File: config.mk
export PLATFORM = sky130hd
export DESIGN_NAME = puf_crp_sequencer
export DESIGN_NICKNAME = d
export VERILOG_FILES = /design/src/rtl/puf_pkg.sv /design/src/rtl/puf_lfsr.sv /design/src/rtl/puf_crp_sequencer.sv
export SDC_FILE = /design/constraint.sdc
export NUM_CORES = 1
export LEC_CHECK = 0
export CELL_PAD_IN_SITES_DETAIL_PLACEMENT = 2
export CELL_PAD_IN_SITES_GLOBAL_PLACEMENT = 2
export CORE_MARGIN = 2
export CORE_UTILIZATION = 35
export CTS_CLUSTER_SIZE = 30
export DETAILED_ROUTE_END_ITERATION = 10
export PLACE_DENSITY_LB_ADDON = 0.1
export SKIP_LAST_GASP = 1
export SLEW_MARGIN = 0
export SYNTH_ARGS = -nofsm -noshare
export SYNTH_HDL_FRONTEND = slang
export SYNTH_HIERARCHICAL = 1
export SYNTH_SLANG_ARGS = --single-unit
File: constraint.sdc
create_clock -name clk -period 3.9 [get_ports clk]
set_clock_uncertainty 0.1 [all_clocks]
set_input_delay 0.39 -clock clk [delete_from_list [all_inputs] [get_ports clk]]
set_output_delay 0.39 -clock clk [all_outputs]
set_load 0.1 [all_outputs]
File: src/rtl/puf_pkg.sv
// Shared constants, FSM state encoding and LFSR step function for the
// arbiter-PUF challenge/response sequencer.
package puf_pkg;

    localparam int         C_LENGTH_DEF = 8;
    localparam int         N_EVAL_DEF   = 5;
    localparam int         SETTLE_DEF   = 3;
    localparam logic [7:0] LFSR_TAP     = 8'hB8;

    typedef enum logic [2:0] {
        ST_IDLE,
        ST_LOAD,
        ST_LAUNCH,
        ST_WAIT,
        ST_SAMPLE,
        ST_VOTE,
        ST_OUTPUT,
        ST_DONE
    } state_t;

    // Galois form: shift right, fold the tap in when a one falls out.
    function automatic logic [7:0] lfsr_step(input logic [7:0] v);
        lfsr_step = v[0] ? ((v >> 1) ^ LFSR_TAP) : (v >> 1);
    endfunction

endpackage

File: src/rtl/puf_lfsr.sv
// Seeded challenge LFSR with a separately captured challenge register, so the
// PUF challenge bus only moves when the sequencer asks for a new challenge.
module puf_lfsr
    import puf_pkg::*;
#(
    parameter int C_LENGTH = C_LENGTH_DEF
) (
    input  logic                clk,
    input  logic                rst_n,
    input  logic                load_i,
    input  logic [C_LENGTH-1:0] seed_i,
    input  logic                step_i,
    input  logic                capture_i,
    output logic [C_LENGTH-1:0] challenge_o
);

    logic [C_LENGTH-1:0] lfsr_q, lfsr_d;
    logic [C_LENGTH-1:0] chal_q;

    // An all-zero seed would lock the LFSR, so it is forced to 1.
    always_comb begin
        lfsr_d = lfsr_q;
        if (load_i) begin
            lfsr_d = (seed_i == '0) ? C_LENGTH'(1) : seed_i;
        end else if (step_i) begin
            lfsr_d = lfsr_step(lfsr_q);
        end
    end

    always_ff @(posedge clk or negedge rst_n) begin
        if (!rst_n) begin
            lfsr_q <= C_LENGTH'(1);
            chal_q <= '0;
        end else begin
            lfsr_q <= lfsr_d;
            if (capture_i) begin
                chal_q <= lfsr_d;
            end
        end
    end

    assign challenge_o = chal_q;

endmodule

File: src/rtl/puf_crp_sequencer.sv
// Arbiter-PUF challenge/response sequencer: launch, settle, sample, majority
// vote, byte packing and valid/ready output. Optional feature: PUF_STABILITY_EN.
module puf_crp_sequencer
    import puf_pkg::*;
#(
    parameter int C_LENGTH = C_LENGTH_DEF,
    parameter int N_EVAL   = N_EVAL_DEF,
    parameter int SETTLE   = SETTLE_DEF
) (
    input  logic                clk,
    input  logic                rst_n,
    input  logic                i_start,
    input  logic [C_LENGTH-1:0] i_seed,
    input  logic [7:0]          i_num_bytes,
    output logic [C_LENGTH-1:0] o_challenge,
    output logic                o_pulse,
    input  logic                i_response,
    output logic [7:0]          o_data,
    output logic [7:0]          o_mask,
    output logic                o_valid,
    input  logic                i_ready,
    output logic                o_busy,
    output logic                o_done
);

    localparam int CW = $clog2(N_EVAL + 1);
    localparam int WW = $clog2(SETTLE + 1);
    localparam logic [CW-1:0] EVAL_LAST = CW'(N_EVAL - 1);
    localparam logic [CW-1:0] ONES_ALL  = CW'(N_EVAL);
    localparam logic [CW-1:0] HALF      = CW'(N_EVAL / 2);

    if (C_LENGTH != 8) begin : g_bad_clen
        $error("puf_crp_sequencer: C_LENGTH must be 8");
    end
    if (N_EVAL < 1 || (N_EVAL % 2) == 0) begin : g_bad_neval
        $error("puf_crp_sequencer: N_EVAL must be odd and >= 1");
    end
    if (SETTLE < 3) begin : g_bad_settle
        $error("puf_crp_sequencer: SETTLE must be >= 3");
    end

    state_t          state_q, state_d;
    logic            sync1_q, resp_s_q;
    logic [CW-1:0]   ones_q, ones_d;
    logic [CW-1:0]   eval_q, eval_d;
    logic [WW-1:0]   wait_q, wait_d;
    logic [2:0]      bit_q, bit_d;
    logic [8:0]      bytes_q, bytes_d;
    logic [7:0]      data_q, data_d;
    logic            pulse_q, valid_q, busy_q, done_q;
    logic            lfsr_load, lfsr_step_en;

    puf_lfsr #(.C_LENGTH(C_LENGTH)) u_lfsr (
        .clk         (clk),
        .rst_n       (rst_n),
        .load_i      (lfsr_load),
        .seed_i      (i_seed),
        .step_i      (lfsr_step_en),
        .capture_i   (state_d == ST_LOAD),
        .challenge_o (o_challenge)
    );

    always_comb begin
        state_d      = state_q;
        ones_d       = ones_q;
        eval_d       = eval_q;
        wait_d       = wait_q;
        bit_d        = bit_q;
        bytes_d      = bytes_q;
        data_d       = data_q;
        lfsr_load    = 1'b0;
        lfsr_step_en = 1'b0;
        case (state_q)
            ST_IDLE: begin
                if (i_start) begin
                    lfsr_load = 1'b1;
                    bytes_d   = (i_num_bytes == 8'd0) ? 9'd256 : {1'b0, i_num_bytes};
                    bit_d     = 3'd0;
                    state_d   = ST_LOAD;
                end
            end
            ST_LOAD: begin
                ones_d  = '0;
                eval_d  = '0;
                state_d = ST_LAUNCH;
            end
            ST_LAUNCH: begin
                wait_d  = WW'(SETTLE - 1);
                state_d = ST_WAIT;
            end
            ST_WAIT: begin
                if (wait_q == '0) begin
                    state_d = ST_SAMPLE;
                end else begin
                    wait_d = wait_q - WW'(1);
                end
            end
            ST_SAMPLE: begin
                ones_d  = ones_q + CW'(resp_s_q);
                eval_d  = eval_q + CW'(1);
                state_d = (eval_q == EVAL_LAST) ? ST_VOTE : ST_LAUNCH;
            end
            ST_VOTE: begin
                data_d       = {data_q[6:0], (ones_q > HALF)};
                lfsr_step_en = 1'b1;
                bit_d        = bit_q + 3'd1;
                state_d      = (bit_q == 3'd7) ? ST_OUTPUT : ST_LOAD;
            end
            ST_OUTPUT: begin
                if (i_ready) begin
                    bytes_d = bytes_q - 9'd1;
                    state_d = (bytes_q == 9'd1) ? ST_DONE : ST_LOAD;
                end
            end
            ST_DONE: begin
                state_d = ST_IDLE;
            end
            default: begin
                state_d = ST_IDLE;
            end
        endcase
    end

    // Status outputs are registered from the next state so they never glitch.
    always_ff @(posedge clk or negedge rst_n) begin
        if (!rst_n) begin
            state_q  <= ST_IDLE;
            sync1_q  <= 1'b0;
            resp_s_q <= 1'b0;
            ones_q   <= '0;
            eval_q   <= '0;
            wait_q   <= '0;
            bit_q    <= 3'd0;
            bytes_q  <= 9'd0;
            data_q   <= 8'd0;
            pulse_q  <= 1'b0;
            valid_q  <= 1'b0;
            busy_q   <= 1'b0;
            done_q   <= 1'b0;
        end else begin
            state_q  <= state_d;
            sync1_q  <= i_response;
            resp_s_q <= sync1_q;
            ones_q   <= ones_d;
            eval_q   <= eval_d;
            wait_q   <= wait_d;
            bit_q    <= bit_d;
            bytes_q  <= bytes_d;
            data_q   <= data_d;
            pulse_q  <= (state_d == ST_LAUNCH);
            valid_q  <= (state_d == ST_OUTPUT);
            busy_q   <= (state_d != ST_IDLE);
            done_q   <= (state_d == ST_DONE);
        end
    end

`ifdef PUF_STABILITY_EN
    logic [7:0] mask_q, mask_d;

    // Non-unanimous votes mark the bit as unstable, packed alongside o_data.
    always_comb begin
        mask_d = mask_q;
        if (state_q == ST_VOTE) begin
            mask_d = {mask_q[6:0], (ones_q != '0) && (ones_q != ONES_ALL)};
        end
    end

    always_ff @(posedge clk or negedge rst_n) begin
        if (!rst_n) begin
            mask_q <= 8'd0;
        end else begin
            mask_q <= mask_d;
        end
    end

    assign o_mask = mask_q;
`else
    assign o_mask = 8'd0;
`endif

    assign o_pulse = pulse_q;
    assign o_data  = data_q;
    assign o_valid = valid_q;
    assign o_busy  = busy_q;
    assign o_done  = done_q;

endmodule

==> flow_summary.toml, run 1 <==
[min_path]
hp-class = "in2async"

[clock_tree]
clk_latency_ps = 310
clockBufferDepth = 2
cts_hold_buf = 0
cts_setup_buffers = 0
clk_pin_slew_ps = 110
cts_resized = 0
tritoncts = "built"
cts_buffers = 5
cts_sinks = 53
h-tree-depth = 2
cts_root_buffer = "clkbuf_8"

[sta]
max_freq_mhz = 334.2
max_slew_margin_pct = 33.90
setup_tns_ps = 0
maxSlewViolCount = 0
fin_crit_ps = 2993
setup_viol = 0
final_hold_viol_count = 0
rsz0062_at_grt = "no"
tightest_slew_ps = 988.4
timing.final.crit_share_pct = 76.73

[floorplanning]
initial_core_util_pct = 36.42
die_h_um = 93.91
fp.coreArea_um2 = 7767
dieArea_um2 = 8818
ios = 49
die_x_um = 93.91
rows = 32

[power_and_ir_drop]
leakagePower_nw = 1.432
irDropWorstVdd_uv = 471.0
p_per_area_nw_per_um2 = 759.5

[worst_setup_path]
start_kind = "flip-flop"
rrSetupSlack_ps = 910
slowest_stage = "dfrtp_1"
required_ps = 3980
arrival_ps = 3070
cpPeakStageDelay_ps = 920
crit_path_end_kind = "flip-flop"
critical_path_class = "reg2reg"
crit_chain = "and3b_1 -> and3_4 -> a41oi_2 -> nor3b_2 -> buf_4 -> nor2b_1 -> a21oi_1"
worstPathMaxFanout = 27

[global_route]
use_met1_pct = 25.47
grt_overflow = 0
antenna_found_initial = 0
grt_use_total_pct = 17.79
gr-usage-met2_pct = 28.21
grt_pass1_wl_mm = 12.32
gr-max-usage-layer = "met2"
grt_max_degree = 54
met3_usage_pct = 3.210
grt_pass1_vias = 2404

[logic_synthesis]
async_flop_share_pct = 100.0
syn_area_per_cell_um2 = 9.557
yosysTopAreaCell = "dfrtp_1"
synth_area_um2 = 2829
synth_cell_types = 51
ys_warn_count = 6
yosys.area.top_type_share_pct = 46.00
yosysSeqAreaShare_pct = 46.93
synth_flop_cell = "dfrtp_1"
synth_edf_count = 0
netlist_instances = 296
synth_top_cells_by_area = "dfrtp_1 (46%), o21ai_0 (5.7%), nand2_1 (4.9%)"
synth_seq_cells = 53

[place]
gp_congestion = 0.7662
hpwlAfterDp_mm = 5.163
portBuffers = 40
placedCellCount = 426

[route]
ant_nets = 0
drt_pass1_iterations = 4
via_per_inst = 5.203
detail_route.wirelength_mm = 7.260
route.vias.total = 2258
dr.first_iter.drc_count = 87
wl_per_cell_um = 16.73
drc = 0

[cells_and_area]
post-route-util_pct = 43.15
area_growth_pct = 18.49
multi_input_area_um2 = 1306
drive_gt1_share_pct = 7.229
fill_cells = 846
fin_cells = 434
seq_area_um2 = 1328
diodes = 0
layout_common_cells = "dfrtp_1 (52), clkdlybuf4s50_1 (39), nand2_1 (37), o21ai_0 (32), a21oi_1 (22)"
final_common_cell = "dfrtp_1"
nets = 361

[status]
status = "completed"

[flow_run]
timing.max_cap.violations = 0
==> power breakdown <==
part           leakage (nW)  internal (mW)  switching [mW]
clock network        0.0445          0.128           0.191
logic                 0.727          0.415           0.877
registers             0.660          0.742           0.193
total                  1.43           1.28            1.26
==> worst paths after layout <==
kind | from | endpoint | depth (start not counted)
worst max-delay path | state_q[0] | u_lfsr/challenge_o[4] | 7
worst min-delay path | rst_n | bytes_q[2] | 2
worst max register to register | state_q[0] | u_lfsr/challenge_o[4] | 7
worst min register to register | sync1_q | resp_s_q | 0
max in group asynchronous | rst_n | o_done | 2
min in group clk | sync1_q | resp_s_q | 0
==> critical path, delay by kind of cell, from the launching register on <==
family | cells | cell delay [ps]
and+or+nand+nor | 4 | 1160
AOI/OAI and AO/OA | 2 | 430
buffers and inverters | 1 | 240
DFF | 1 | 920
==> registers in the layout, summed over array words and instances (netlist names) <==
signal and count:
state_q 3, resp_s_q 1, eval_q 3, ones_q 3, wait_q 2, o_data 8, sync1_q 1, o_busy 1
bit_q 3, o_pulse 1, o_done 1, o_valid 1, bytes_q 9, u_lfsr/challenge_o 8, u_lfsr/lfsr_q 8
==> area by class of cell <==
class	instances	area share, %
flip-flops and latches	53	39.60
inverters	20	2.240
repair buffers	44	12.69
multi-input cells	207	38.97
clock inverters	3	0.6346
clock buffers	5	2.053
well taps	102	3.807
==> cells in the mapped netlist (3+ instances only) <==
cell type and count:
a211oi_1 4, a21o_1 3, a21oi_1 22, a22o_1 3
a22oi_1 6, a31oi_1 3, buf_2 6, buf_4 10
clkbuf_1 5, dfrtp_1 52, ha_1 9, inv_1 18
mux2i_1 6, nand2_1 37, nand3_1 5, nand3b_1 8
nor2_1 12, nor2b_1 8, nor3_1 3, o211ai_1 4
o21ai_0 32, o22ai_1 4, xor2_1 3
==> kinds of logic after synthesis <==
logic type	after synthesis	synth area share (%)
buffers and inverters	43	7.828
adder cells (fa/ha/maj)	9	3.981
AO/OA/AOI/OAI	90	19.95
AND/OR/NAND/NOR	89	17.43
XOR/XNOR	4	1.239
multiplexers	7	2.521
other	1	0.1326
flip-flops	53	46.93
==> per-layer routing <==
| layer | wire length (um) | vias to the layer above | share of wire [%] |
|---|---|---|---|
| li1 | - | 1093 | - |
| met3 | 170 | 5 | 2.3 |
| met1 | 3638 | 1131 | 50 |
| met4 | 69 | 0 | 0.95 |
| met2 | 3381 | 29 | 47 |
| met5 | 0 | - | 0 |
==> through the flow <==
step           setup WS (ps)  cell area (um2)  total power, mW  hold slack (ps)
2_1_floorplan           1749             2855            1.910           -5.591
3_3_place_gp           940.2             3262            2.200            233.8
3_5_place_dp           876.0             3262            2.248            253.5
4_1_cts                846.0             3352            2.584            124.3
5_1_grt                636.2             3352            2.741            135.6
6_report               907.5             3352            2.546            101.6
Power figures use the tool's default switching activity.
==> run 2, diff against run 1 <==
Settings changed: CORE_UTILIZATION 35 to 29.
Clock period 3.9 ns to 2.7 ns, I/O delays scaled along.
==> flow_summary.toml, run 2 (same netlist as run 1, synthesis figures left out) <==
[cells_and_area]
fill_cells = 1114
diodes = 0
fin_cells = 476
drive_gt1_share_pct = 15.74
top_register = "bytes_q"
nets = 372
final_common_cell = "dfrtp_1"
largest_reg_flops = 9
area_growth_pct = 21.27
layout_common_cells = "dfrtp_1 (52), nand2_1 (37), buf_4 (34), o21ai_0 (32), a21oi_1 (22)"

[route]
detail_route.wirelength_mm = 7.547
route.vias.total = 2286
drc = 0
dr.first_iter.drc_count = 53
drt_pass1_iterations = 4
via_per_inst = 4.803
ant_nets = 0
wl_per_cell_um = 15.86

[global_route]
grt_pass1_wl_mm = 12.59
grt_overflow = 0
grt_use_total_pct = 15.32
grt_max_degree = 26
antenna_found_initial = 0
grt_pass1_vias = 2422

[sta]
fin_crit_ps = 2361
rsz0062_at_grt = "no"
timing.final.crit_share_pct = 87.43
max_freq_mhz = 423.6
max_slew_margin_pct = 45.94
tightest_slew_ps = 810.9
maxSlewViolCount = 0
setup_viol = 0
final_hold_viol_count = 0
setup_tns_ps = 0

[floorplanning]
ios = 49
fp.coreArea_um2 = 9639
die_h_um = 102.8
die_x_um = 102.8
rows = 36
initial_core_util_pct = 29.35
dieArea_um2 = 10560

[status]
status = "completed"

[worst_setup_path]
arrival_ps = 2450
critical_path_class = "reg2reg"
rrSetupSlack_ps = 340
crit_path_end_kind = "flip-flop"
required_ps = 2790
start_kind = "flip-flop"
worstPathMaxFanout = 4

[place]
portBuffers = 40
gp_congestion = 0.7210
hpwlAfterDp_mm = 5.647
placedCellCount = 467

[min_path]
hp-class = "reg2reg"

[clock_tree]
tritoncts = "built"
cts_root_buffer = "clkbuf_8"
cts_sinks = 53
cts_setup_buffers = 0
clk_latency_ps = 310
h-tree-depth = 2
clk_pin_slew_ps = 110
cts_buffers = 5
clockBufferDepth = 2

[power_and_ir_drop]
irDropWorstVdd_uv = 432.4
p_per_area_nw_per_um2 = 1084
leakagePower_nw = 1.511
p_total_mw = 3.717

[flow_run]
timing.max_cap.violations = 0
==> run 2: worst paths after layout <==
check                      cells past startpoint     start               endpoint
max reg2reg                                    7  bit_q[0]  u_lfsr/challenge_o[3]
max                                            7  bit_q[0]  u_lfsr/challenge_o[3]
min in group asynchronous                      2     rst_n               bit_q[2]
min                                            0   sync1_q               resp_s_q
min reg2reg                                    0   sync1_q               resp_s_q
max in group asynchronous                      3     rst_n       u_lfsr/lfsr_q[0]
==> run 2: worst max-delay path, stage by stage (launching register included) <==
cell and delay, ps:
dfrtp_1 410, ha_1 210, ha_1 220, o32ai_1 240
o21ai_0 260, nor3b_2 320, nor2b_1 360, a21oi_1 120
==> run 2: power breakdown <==
group	switching (mW)	total [mW]	internal, mW	leakage (nW)
Combinational	1.32	1.94	0.615	0.809
Clock	0.293	0.483	0.189	0.0423
Sequential	0.223	1.30	1.07	0.660
==> run 2: layout make-up <==
class	count	area (um2)	area share [%]
tap	133	166.4	4.850
clock inverter	3	26.28	0.7659
multi-input combinational	207	1306	38.07
timing repair buffer	55	460.4	13.42
clock buffer	5	68.82	2.006
sequential	53	1328	38.69
inverter	20	75.07	2.188
==> run 2: layer usage <==
metal / vias up / GRT usage [%] / wire length (um)
met2: 32 / 25.84 / 3673
met1: 1139 / 21.03 / 3616
li1: 1110 / - / -
met5: - / 0 / 0
met3: 5 / 2.373 / 199
met4: 0 / 3.036 / 59
==> run 2: what timing repair did <==
| item | CTS | global route |
|---|---|---|
| hold buffers | 1 | 0 |
| hold endpoints to repair | 16 | 0 |
| gates resized for setup | 0 | 0 |
| setup endpoints to repair | 0 | 0 |
==> run 2: metrics by stage <==
| step | hold WS (ps) | area (um2) | setup slack [ps] | utilization (%) |
|---|---|---|---|---|
| after CTS | 265.8 | 3431 | 275.4 | 35.59 |
| after detailed placement | 170.6 | 3326 | 318.7 | 34.50 |
| after global routing | 280.0 | 3431 | 77.60 | 35.59 |
| after global placement | 162.9 | 3326 | 391.5 | 34.50 |
| final | 259.6 | 3431 | 339.3 | 35.59 |
| after floorplan | -125.6 | 2855 | 549.3 | - |
==> variant 1 (config.mk and constraints of run 1) <==
The package constant `SETTLE_DEF` goes from 3 to 5.
--- a/src/rtl/puf_pkg.sv
+++ b/src/rtl/puf_pkg.sv
@@ -5,5 +5,5 @@
     localparam int         C_LENGTH_DEF = 8;
     localparam int         N_EVAL_DEF   = 5;
-    localparam int         SETTLE_DEF   = 3;
+    localparam int         SETTLE_DEF   = 5;
     localparam logic [7:0] LFSR_TAP     = 8'hB8;
 
Check against the original RTL: not equivalent (a bounded check fails within 10 cycles, from zero or initial values and one cycle with rst_n low).
==> variant 1 against run 1 <==
  * Non-clock buffer count rose by 1
  * Largest power group unchanged
  * Critical path type unchanged
  * Count of clock-buffer cells in the layout did not move
  * Setup slack improved by 220 ps
  * Clock power up 2%
  * Wire length up 3.6%
  * Sequential cell count up 1
  * Largest cell class is now multi-input combinational cells
  * Cell area grew 3.5%
  * Total power up 6.0%
  * Area after synthesis increased by 3.5%
==> variant 1: results <==
group,metric,value,unit
run_status,outcome,"finished, final reports clean",
route,route.met2.wl,3603,um
power_and_ir_drop,ir_worst_vdd,0.4731,mV
synthesis,synthTopCellsByArea,"dfrtp_1 (45%), o21ai_0 (4.8%), ha_1 (4.3%), a21oi_1 (3.6%), mux2_2 (3.5%)",
synthesis,ys_seq_area_frac,0.4618,
route,vias,2312,
clock_tree,cts_made_buffers,5,
route,firstDrtPassIters,7,
placed_design,place.gp.congestion,0.7674,
final_layout,nNetsFinal,360,
final_layout,syn_to_final_growth,18.50,%
placed_design,dp_hpwl,5400,um
synthesis,synthTopCellsByCount,"dfrtp_1 (53), o21ai_0 (28), a21oi_1 (21)",
final_layout,drive_gt1_frac,0.1030,
final_layout,diodes,0,
global_route,grt_pass1_wl,12570,um
route,m1WireLength,3651,um
global_route,grt_max_degree,34,
synthesis,syn_area_per_cell,10.03,um^2
synthesis,ys_types,52,
placed_design,dp_slack,1066,ps
worst_setup_path,cp_max_fo,23,
worst_setup_path,cpPeakStageDelay,850,ps
final_layout,n_fill_cell,871,
clock_tree,cts_buffer_depth,2,
global_route,met1_usage,0.2407,
global_route,grt_use_met2,0.2993,
clock_tree,cts_setup_buffers,0,
timing,slew_headroom,0.3470,
clock_tree,insertion_delay,310,ps
power_and_ir_drop,p_leak,1.457,nW
route,wl_per_cell,17.29,um
global_route,grt_util_met3,0.03241,
clock_tree,clkTransAtPathRegs,100,ps
clock_tree,cts_hold_buf,1,
worst_setup_path,arrival,2860,ps
route,dr_wl_met3,199,um
placed_design,dpl_cell_area,3371,um^2
min_path,hp-class,"reg -> reg",
placed_design,dp_cells,426,
route,postRouteWirelength,7521,um
global_route,grtUsageTotal,0.1780,
route,drt_iter0_markers,138,
global_route,grt_pass1_vias,2462,
[variant 1: cell types whose count changed after synthesis, moves of 3 or more]
| cell | change |
|---|---|
| o21ai_0 | -4 |
| a21boi_0 | +3 |
| nand2_1 | -20 |
| or3_1 | +3 |
| mux2_2 | +8 |
| o211ai_1 | -3 |
| nand3_1 | -3 |
| nor2_1 | +6 |
| a22oi_1 | -3 |
| a22o_1 | +3 |
| nor3_1 | +4 |
[variant 1: worst paths after layout]
path / startpoint / to / slack, ps / depth (start not counted)
min reg2reg: sync1_q / resp_s_q / 260 / 0
max reg2reg: state_q[2] / u_lfsr/challenge_o[4] / 1130 / 7
min: sync1_q / resp_s_q / 260 / 0
min in group asynchronous: rst_n / ones_q[1] / 470 / 2
max in group asynchronous: rst_n / u_lfsr/lfsr_q[0] / 2370 / 3
max: state_q[2] / u_lfsr/challenge_o[4] / 1130 / 7
[variant 1: cell type report]
type,instances,share of cell area
well taps,105,0.03785
multi-input cells,205,0.4016
flip-flops and latches,54,0.3897
clock inverters,3,0.006128
repair buffers,45,0.1255
inverters,18,0.01947
clock buffers,5,0.01983
[variant 1: report_power, final]
part / leakage [nW] / total (mW) / internal, mW / switching [mW]
combinational: 0.736 / 1.39 / 0.453 / 0.932
sequential: 0.677 / 0.988 / 0.762 / 0.226
clock: 0.0441 / 0.324 / 0.127 / 0.197
[variant 1: cell families (layout without fill, tap and decap cells)]
kind of cell | after synthesis | count (layout) | synth area share
other | 1 | 8 | 0.001280
adder cells (fa/ha/maj) | 10 | 10 | 0.04272
AO/OA/AOI/OAI | 93 | 93 | 0.2093
flip-flops | 54 | 54 | 0.4618
multiplexers | 15 | 15 | 0.05511
AND/OR/NAND/NOR | 76 | 76 | 0.1495
buffers and inverters | 40 | 71 | 0.07133
XOR/XNOR | 3 | 3 | 0.008972
==> variant 2 (settings of run 1) <==
Made on the original files. The 8 states of `state_t` get a one-hot encoding in 8 bits.
--- a/src/rtl/puf_pkg.sv
+++ b/src/rtl/puf_pkg.sv
@@ -8,13 +8,13 @@
     localparam logic [7:0] LFSR_TAP     = 8'hB8;
 
-    typedef enum logic [2:0] {
-        ST_IDLE,
-        ST_LOAD,
-        ST_LAUNCH,
-        ST_WAIT,
-        ST_SAMPLE,
-        ST_VOTE,
-        ST_OUTPUT,
-        ST_DONE
+    typedef enum logic [7:0] {
+        ST_IDLE   = 8'b00000001,
+        ST_LOAD   = 8'b00000010,
+        ST_LAUNCH = 8'b00000100,
+        ST_WAIT   = 8'b00001000,
+        ST_SAMPLE = 8'b00010000,
+        ST_VOTE   = 8'b00100000,
+        ST_OUTPUT = 8'b01000000,
+        ST_DONE   = 8'b10000000
     } state_t;
 
Formal check against the unedited RTL: same outputs for any inputs over 10 cycles, from zero or initial values and one cycle with rst_n low; not proved beyond that.
==> variant 2 against run 1 <==
  * Total power grew 9.4%
  * Synthesized cell count grew 1.4%
  * Cell area grew 11%
  * Highest routed layer unchanged
  * Wire length grew 7.5%
  * Worst hold slack gained 5.4 ps
  * Setup slack gained 260 ps
  * Sequential cell count grew 5
  * Area after synthesis grew 8.3%
==> variant 2: results <==
group,metric,value,unit
route,drt_iter0_markers,45,
worst_setup_path,cp_max_fo,21,
route,dr_wl_met3,251,um
route,wl_per_cell,17.26,um
run_status,outcome,"finished, final reports clean",
route,firstDrtPassIters,3,
route,viasPerCell,5.283,
route,route.met2.wl,3758,um
route,m1WireLength,3653,um
timing,slew_headroom,0.3378,
clock_tree,clkTransAtPathRegs,70,ps
global_route,grtUsageTotal,0.1765,
worst_setup_path,critical_path.slowest_cell,"or4_1",
clock_tree,htree_levels,3,
worst_setup_path,arrival,2840,ps
power_and_ir_drop,p_leak,1.595,nW
final_layout,diodes,0,
synthesis,synthTopCellsByArea,"dfrtp_1 (46%), mux2i_1 (4.2%), ha_1 (3.7%), o21ai_0 (3.4%), a21oi_1 (3.1%)",
synthesis,synthTopCellsByCount,"dfrtp_1 (56), inv_1 (24), o21ai_0 (21)",
clock_tree,insertion_delay,340,ps
global_route,grt_pass1_vias,2657,
synthesis,ys_seq_area_frac,0.4745,
global_route,grt_pass1_wl,13410,um
synthesis,ys_types,52,
power_and_ir_drop,ir_worst_vdd,0.5323,mV
placed_design,place.gp.congestion,0.7495,
worst_setup_path,cpPeakStageDelay,680,ps
clock_tree,cts_made_buffers,9,
placed_design,dp_hpwl,5465,um
global_route,grt_max_degree,44,
==> variant 2: path summary, 6_finish.rpt <==
kind | start | end | slack (ps) | cells past startpoint
max | state_q[2] | u_lfsr/challenge_o[5] | 1170 | 8
min reg2reg | sync1_q | resp_s_q | 250 | 0
max reg2reg | state_q[2] | u_lfsr/challenge_o[5] | 1170 | 8
max in group asynchronous | rst_n | state_q[2] | 2800 | 2
min in group clk | sync1_q | resp_s_q | 250 | 0
min | rst_n | bytes_q[6] | 110 | 1
==> variant 2: cells by family after synthesis <==
kind of cell	Yosys count	synth area share
XOR/XNOR	4	0.01143
flip-flops	58	0.4745
other	1	0.001224
AND/OR/NAND/NOR	85	0.1617
buffers and inverters	47	0.07921
AO/OA/AOI/OAI	75	0.1633
multiplexers	21	0.07187
adder cells (fa/ha/maj)	9	0.03675
==> variant 2: through the flow <==
step,worst slack (ps),instances,instance area (um^2)
after global routing,934.1,452,3722
after global placement,1268,436,3503
final,1172,452,3722
after CTS,1183,452,3722
after detailed placement,1218,436,3503
after floorplan,1345,307,3090
==> variant 2: final cells by class <==
cell class	instances	area, um^2
clock buffers	11	141.4
fillers	918	4871
inverters	24	90.09
well taps	108	135.1
multi-input cells	202	1399
flip-flops and latches	58	1454
repair buffers	44	425.4
clock inverters	5	77.57
==> variant 2: where the power goes <==
group	leakage (nW)	internal (mW)	switching, mW
clock network	0.109	0.375	0.253
registers	0.738	0.777	0.161
logic	0.748	0.376	0.842
==> variant 2: per-layer routing <==
metal / up-vias / track usage
met4: 0 / 0.06624
met2: 40 / 0.2875
met3: 12 / 0.04460
met5: - / 0
li1: 1140 / -
met1: 1196 / 0.2265
